## config.mk

```make
export PLATFORM = sky130hd
export DESIGN_NAME = mux_rr_arbiter
export DESIGN_NICKNAME = d
export VERILOG_FILES = /design/src/rtl/mux_rr_arbiter_pkg.sv /design/src/rtl/mux_rr_arbiter_rr_pick4.sv /design/src/rtl/mux_rr_arbiter.sv
export SDC_FILE = /design/constraint.sdc
export NUM_CORES = 1
export LEC_CHECK = 0
export CAP_MARGIN = 20
export CORE_ASPECT_RATIO = 1.75
export CORE_MARGIN = 2
export CORE_UTILIZATION = 35
export DETAILED_ROUTE_END_ITERATION = 10
export PLACE_DENSITY_LB_ADDON = 0.1
export SYNTH_ARGS = -nofsm -noshare
export SYNTH_HDL_FRONTEND = slang
export SYNTH_SLANG_ARGS = --single-unit
```

## constraint.sdc

```tcl
create_clock -name clk -period 2.8 [get_ports clk]
set_input_delay 0.56 -clock clk [delete_from_list [all_inputs] [get_ports clk]]
set_output_delay 0.56 -clock clk [all_outputs]
set_load 0.03 [all_outputs]
```

## src/rtl/mux_rr_arbiter_pkg.sv

```systemverilog
// Shared definitions for the 4-way mux sequencers: state encoding,
// select width and a small one-hot helper.
package mux_rr_arbiter_pkg;

    localparam int SEL_W = 2;
    localparam int NREQ  = 4;

    typedef enum logic [0:0] {
        ST_IDLE  = 1'b0,
        ST_GRANT = 1'b1
    } state_t;

    // One-hot decode of a requester index.
    function automatic logic [NREQ-1:0] onehot4(input logic [SEL_W-1:0] idx);
        return 4'b0001 << idx;
    endfunction

endpackage

```

## src/rtl/mux_rr_arbiter_rr_pick4.sv

```systemverilog
// Combinational round-robin picker for four requesters. The search starts
// one position after last_owner and wraps, so the previous owner has the
// lowest priority.
module rr_pick4
    import mux_rr_arbiter_pkg::*;
(
    input  logic [NREQ-1:0]  req,
    input  logic [SEL_W-1:0] last_owner,
    output logic [SEL_W-1:0] winner,
    output logic             any_req
);

    logic [SEL_W-1:0] cand [NREQ];
    logic [NREQ-1:0]  hit;

    genvar gi;
    generate
        for (gi = 0; gi < NREQ; gi++) begin : g_cand
            // Candidate gi is the (gi+1)-th index after the last owner, mod 4.
            assign cand[gi] = last_owner + SEL_W'(gi + 1);
            assign hit[gi]  = req[cand[gi]];
        end
    endgenerate

    // Lowest-numbered hit (closest to last_owner+1) wins.
    always_comb begin
        winner  = '0;
        any_req = |req;
        for (int i = NREQ - 1; i >= 0; i--) begin
            if (hit[i]) begin
                winner = cand[i];
            end
        end
    end

endmodule

```

## src/rtl/mux_rr_arbiter.sv

```systemverilog
// Round-robin arbiter/sequencer for a shared 4-to-1 operand mux. Grants one
// requester at a time, drives the mux select, and registers the mux output
// into a valid/ready output stage. A grant is bounded to MAX_BURST words
// only while someone else is waiting.
module mux_rr_arbiter
    import mux_rr_arbiter_pkg::*;
#(
    parameter int WIDTH     = 16,
    parameter int MAX_BURST = 8,
    parameter int CNT_W     = 8
) (
    input  logic             clk,
    input  logic             rst,
    input  logic [3:0]       req,
    input  logic [WIDTH-1:0] mux_out,
    output logic [1:0]       sel,
    output logic [3:0]       gnt,
    output logic [3:0]       ack,
    output logic [WIDTH-1:0] out_data,
    output logic             out_valid,
    input  logic             out_ready
);

    state_t           state_reg;
    logic [SEL_W-1:0] sel_reg;
    logic [SEL_W-1:0] last_reg;
    logic [3:0]       gnt_reg;
    logic [CNT_W-1:0] cnt_reg;
    logic [WIDTH-1:0] data_reg;
    logic             valid_reg;

    logic [SEL_W-1:0] winner;
    logic             any_req;

    rr_pick4 u_pick (
        .req        (req),
        .last_owner (last_reg),
        .winner     (winner),
        .any_req    (any_req)
    );

    // While granted, the owner is whatever sel points at (sel is frozen
    // for the whole grant).
    logic [3:0] owner_oh;
    logic       in_grant;
    logic       owner_req;
    logic       xfer;
    logic       burst_end;
    logic       others_waiting;
    logic       release_now;

    assign owner_oh       = onehot4(sel_reg);
    assign in_grant       = (state_reg == ST_GRANT);
    assign owner_req      = req[sel_reg];
    assign xfer           = in_grant & owner_req & (~valid_reg | out_ready);
    assign burst_end      = (cnt_reg == CNT_W'(MAX_BURST - 1));
    assign others_waiting = |(req & ~owner_oh);
    assign release_now    = in_grant & (~owner_req | (xfer & burst_end & others_waiting));

    assign sel       = sel_reg;
    assign gnt       = gnt_reg;
    assign ack       = xfer ? owner_oh : 4'b0000;
    assign out_data  = data_reg;
    assign out_valid = valid_reg;

    // Arbitration FSM: pick a winner in IDLE, hold the grant until the owner
    // drops req or exhausts its burst while others are waiting.
    always_ff @(posedge clk or posedge rst) begin
        if (rst) begin
            state_reg <= ST_IDLE;
            sel_reg   <= '0;
            last_reg  <= SEL_W'(3);
            gnt_reg   <= '0;
            cnt_reg   <= '0;
        end else begin
            case (state_reg)
                ST_IDLE: begin
                    if (any_req) begin
                        state_reg <= ST_GRANT;
                        sel_reg   <= winner;
                        gnt_reg   <= onehot4(winner);
                        cnt_reg   <= '0;
                    end
                end
                ST_GRANT: begin
                    if (release_now) begin
                        state_reg <= ST_IDLE;
                        last_reg  <= sel_reg;
                        gnt_reg   <= '0;
                    end else if (xfer) begin
                        // Uncontended owner keeps the grant; the count just wraps.
                        cnt_reg <= burst_end ? '0 : cnt_reg + 1'b1;
                    end
                end
                default: begin
                    state_reg <= ST_IDLE;
                    gnt_reg   <= '0;
                end
            endcase
        end
    end

    // Output register: load on transfer, clear valid when consumed with no
    // replacement word. Load-and-consume in one cycle keeps valid high.
    always_ff @(posedge clk or posedge rst) begin
        if (rst) begin
            data_reg  <= '0;
            valid_reg <= 1'b0;
        end else if (xfer) begin
            data_reg  <= mux_out;
            valid_reg <= 1'b1;
        end else if (valid_reg && out_ready) begin
            valid_reg <= 1'b0;
        end
    end

endmodule

```

==> results_tabular.tex <==
\begin{tabular}{lr}
\hline
Metric & Value \\
\hline
\multicolumn{2}{l}{\textbf{Clock tree}} \\
\quad CTS tree & done \\
\quad Number of buffers created by CTS & 5 \\
\quad Setup fix buffers added after clock tree synthesis & 0 \\
\quad Clock Sink Count & 34 \\
\quad Post-cts repair resize count & 0 \\
\quad Clock root buffer master & sky130\_fd\_sc\_hd\_\_clkbuf\_8 \\
\quad Clock slew at the register clock pins of the worst setup and hold paths & 0.06 ns \\
\quad Clock latency reported for the late side of the worst-skew pair & 0.28 ns \\
\quad CTS H-tree lvls & 2 \\
\quad Hold bufs inserted after CTS & 0 \\
\quad Buffers from clock root to sink, at most & 2 \\
\multicolumn{2}{l}{\textbf{Power and ir drop}} \\
\quad Highest ir drop seen on vdd & 594 µV \\
\quad Power density cells & 1150 nW/µm² \\
\quad Total power consumption of the routed design & 2.67 mW \\
\quad Static leakage & 1.06 nW \\
\multicolumn{2}{l}{\textbf{Setup path}} \\
\quad Arrival time reported for the critical path endpoint & 2.02 ns \\
\quad Terminus of the critical flop-to-flop path & last\_reg[0] \\
\quad R2R setup slack & 0.69 ns \\
\quad Count of cells along the worst register-to-register path & 5 \\
\quad Critical register-to-register path startpoint & cnt\_reg[3] \\
\quad Critical setup path kind & in2out \\
\quad Startpoint type of the worst setup path & input port \\
\quad CP Data Required Time & 2.24 ns \\
\quad Setup crit end kind & primary output \\
\quad Largest fanout on the critical path & 2 \\
\multicolumn{2}{l}{\textbf{Worst hold path}} \\
\quad Hold-critical path depth & 2 \\
\quad Critical hold path startpoint & out\_data[7] \\
\quad Class of the tightest hold or removal check & reg2reg \\
\quad Hold worst-path end & out\_data[7] \\
\multicolumn{2}{l}{\textbf{Synth}} \\
\quad Average instance area after synthesis & 9.24 µm² \\
\quad Proportion of synthesized area in mux cells & 4.34\% \\
\quad Post-Syn Instances & 181 \\
\quad Combinational family with the most area after synthesis & simple AND/OR/NAND/NOR gates \\
\quad Synthesized netlist net count & 205 \\
\quad Distinct cell type count of the synthesized netlist & 40 \\
\quad Yosys top cell by area & sky130\_fd\_sc\_hd\_\_dfrtp\_1 \\
\quad Netlist area before placement & 1670 µm² \\
\quad Synth top cells by count & 62 x sky130\_fd\_sc\_hd\_\_nand2\_1, 32 x sky130\_fd\_sc\_hd\_\_dfrtp\_1, 10 x sky130\_fd\_sc\_hd\_\_nor2\_1 \\
\quad Async set-or-reset flop fraction in the synthesized netlist & 100\% \\
\quad Share of the synthesized netlist area taken by xor and xnor gates & 1.05\% \\
\quad Synth Area in Compound Gates & 10.0\% \\
\quad Seq cells post-synth & 34 \\
\quad Most instantiated flip-flop cell in the synthesis netlist & sky130\_fd\_sc\_hd\_\_dfrtp\_1 \\
\quad Fraction of the mapped netlist area in adder cells & 0.749\% \\
\quad Fraction of the yosys area taken by sequential cells & 51.0\% \\
\quad Number of synthesis warnings & 0 \\
\quad Top-area cell type share of the netlist area & 47.9\% \\
\quad Synthesized-area fraction occupied by and/or/nand/nor cells & 28.5\% \\
\quad Most common cell in the netlist & sky130\_fd\_sc\_hd\_\_nand2\_1 \\
\quad Number of enable flip-flop cells after synthesis & 0 \\
\quad Synth area leaders & sky130\_fd\_sc\_hd\_\_dfrtp\_1 48\%, sky130\_fd\_sc\_hd\_\_nand2\_1 14\%, sky130\_fd\_sc\_hd\_\_dfstp\_2 3.1\% \\
\multicolumn{2}{l}{\textbf{GRT}} \\
\quad Pin count of the biggest net entering global routing & 35 \\
\quad Initial antenna violation count & 0 \\
\quad GRT Util Overall & 16.1\% \\
\quad Overflow left after global routing & 0 \\
\quad Vias in the first global route & 1477 \\
\quad First-pass GRT wire length & 6690 µm \\
\multicolumn{2}{l}{\textbf{Die}} \\
\quad Area of the core region & 4620 µm² \\
\quad Die Span Y & 95.4 µm \\
\quad Overall die area & 5370 µm² \\
\quad FP Rows & 33 \\
\quad Initial standard-cell utilization of the core & 36.1\% \\
\quad Overall die width & 56.2 µm \\
\quad Top-Level Pins & 50 \\
\multicolumn{2}{l}{\textbf{Layout}} \\
\quad Count of fill cells added during filler insertion & 468 \\
\quad Max reg flops & 16 \\
\quad Area growth syn-to-layout & 38.4\% \\
\quad Utilization of the core after routing & 50.0\% \\
\quad Multi-input gate area & 747 µm² \\
\quad Antenna cells & 0 \\
\quad Net count, final & 257 \\
\quad Share of final-layout standard cells stronger than drive strength 1 & 11.1\% \\
\quad Sequential cell area & 853 µm² \\
\multicolumn{2}{l}{\textbf{STA}} \\
\quad Setup repair after global routing missed its margin & no \\
\quad Final period util & 92.2\% \\
\quad Max-slew violation total from the final report & 0 \\
\quad Clock period minus worst slack & 2.58 ns \\
\quad Worst slew margin relative to its limit & 71.9\% \\
\quad Worst slew pin tran & 0.422 ns \\
\quad Final count of hold timing violations & 0 \\
\quad Worst-case hold slack & 0.474 ns \\
\quad Highest attainable clock frequency & 387 MHz \\
\quad Final setup fails & 0 \\
\quad Crit path setup slack, layout & 0.219 ns \\
\quad Clock skew after layout & 0.00236 ns \\
\quad Final setup TNS & 0 ns \\
\multicolumn{2}{l}{\textbf{Routing}} \\
\quad Average routed wire per standard cell & 13.5 µm \\
\quad Drc violations & 0 \\
\quad Router iterations before antenna repair & 4 \\
\quad Avg Vias per Cell & 4.95 \\
\quad Number of design-rule violations left by the first detailed-router iteration & 38 \\
\quad Post-route antenna net violation count & 0 \\
\quad Total via count in the routed design & 1416 \\
\quad WL final & 3880 µm \\
\multicolumn{2}{l}{\textbf{Place}} \\
\quad Final GP Congestion & 0.744 \\
\quad Number of port buffers & 49 \\
\quad Detail Placement HPWL & 2920 µm \\
\quad Pre-CTS setup slack & 0.220 ns \\
\multicolumn{2}{l}{\textbf{Outcome}} \\
\quad Result of the run & finished clean \\
\multicolumn{2}{l}{\textbf{Job}} \\
\quad Total of max-cap violations & 0 \\
\hline
\end{tabular}
## cell usage in the layout (no fill, tap or decap), types with 2 or more instances in the layout
master                            count
sky130_fd_sc_hd__nand2_1             62
sky130_fd_sc_hd__inv_1                5
sky130_fd_sc_hd__or4_1                2
sky130_fd_sc_hd__mux2_4               2
sky130_fd_sc_hd__nand4_1              2
sky130_fd_sc_hd__a22oi_1              2
sky130_fd_sc_hd__dfstp_2              2
sky130_fd_sc_hd__o21ai_0              6
sky130_fd_sc_hd__nor2b_1              2
sky130_fd_sc_hd__clkbuf_8             6
sky130_fd_sc_hd__mux2i_1              2
sky130_fd_sc_hd__buf_4                7
sky130_fd_sc_hd__and2b_2              2
sky130_fd_sc_hd__dfrtp_1             32
sky130_fd_sc_hd__a21o_1               3
sky130_fd_sc_hd__nand3_1              5
sky130_fd_sc_hd__nand2b_1             5
sky130_fd_sc_hd__a31oi_1              2
sky130_fd_sc_hd__nor3_1               3
sky130_fd_sc_hd__a21oi_1              5
sky130_fd_sc_hd__o22ai_1              2
sky130_fd_sc_hd__nor2_1              10
sky130_fd_sc_hd__clkdlybuf4s50_1     46
sky130_fd_sc_hd__xor2_1               2
## through the flow
stage / cell area [µm²] / cells
floorplan: 1670 / 181
global placement: 2200 / 278
global route: 2310 / 286
detailed placement: 2200 / 278
CTS: 2310 / 286
finish: 2310 / 286
## logic make-up after synthesis
family	Yosys count
AOI/OAI and AO/OA	25
buffers and inverters	13
adders and majority gates	1
muxes	5
DFF	34
and+or+nand+nor	101
xor gates and xnor gates	2
## final cells by class
class,count,area share [%]
Clock buffer,7,3.73
Sequential cell,34,36.9
Tap cell,52,2.81
Inverter,5,0.811
Clock inverter,1,1.30
Timing Repair Buffer,53,22.2
Multi-Input combinational cell,134,32.3
## worst max-delay path by stage
stage                  end  slack, ns  depth (start not counted)  startpoint
finish              ack[3]       0.22                          5   out_ready
global route        ack[3]       0.13                          5   out_ready
CTS                 ack[3]       0.20                          5   out_ready
detailed placement  ack[3]       0.22                          5   out_ready
global placement    ack[3]       0.22                          5   out_ready
floorplan           ack[0]       0.47                          3   out_ready
## layer usage
| layer | share of wire (%) | track usage (%) | vias to the layer above | routed length [µm] |
|---|---|---|---|---|
| met3 | 4.6 | 3.80 | 6 | 180 |
| met2 | 56 | 31.8 | 41 | 2190 |
| met5 | 0 | 0 | - | 0 |
| met4 | 1.7 | 5.95 | 0 | 65 |
| li1 | - | - | 711 | - |
| met1 | 37 | 15.8 | 658 | 1440 |
## power by group
group / internal, mW / switching [mW]
logic: 0.561 / 0.785
clock network: 0.290 / 0.166
registers: 0.703 / 0.167
## worst max-delay path, stage by stage
cell and delay (ns):
sky130_fd_sc_hd__clkdlybuf4s50_1 0.45, sky130_fd_sc_hd__nand2b_1 0.12, sky130_fd_sc_hd__nand3_1 0.10, sky130_fd_sc_hd__nor2_1 0.11
sky130_fd_sc_hd__clkdlybuf4s50_1 0.68
Note: power is estimated with default switching activity, not from simulation.
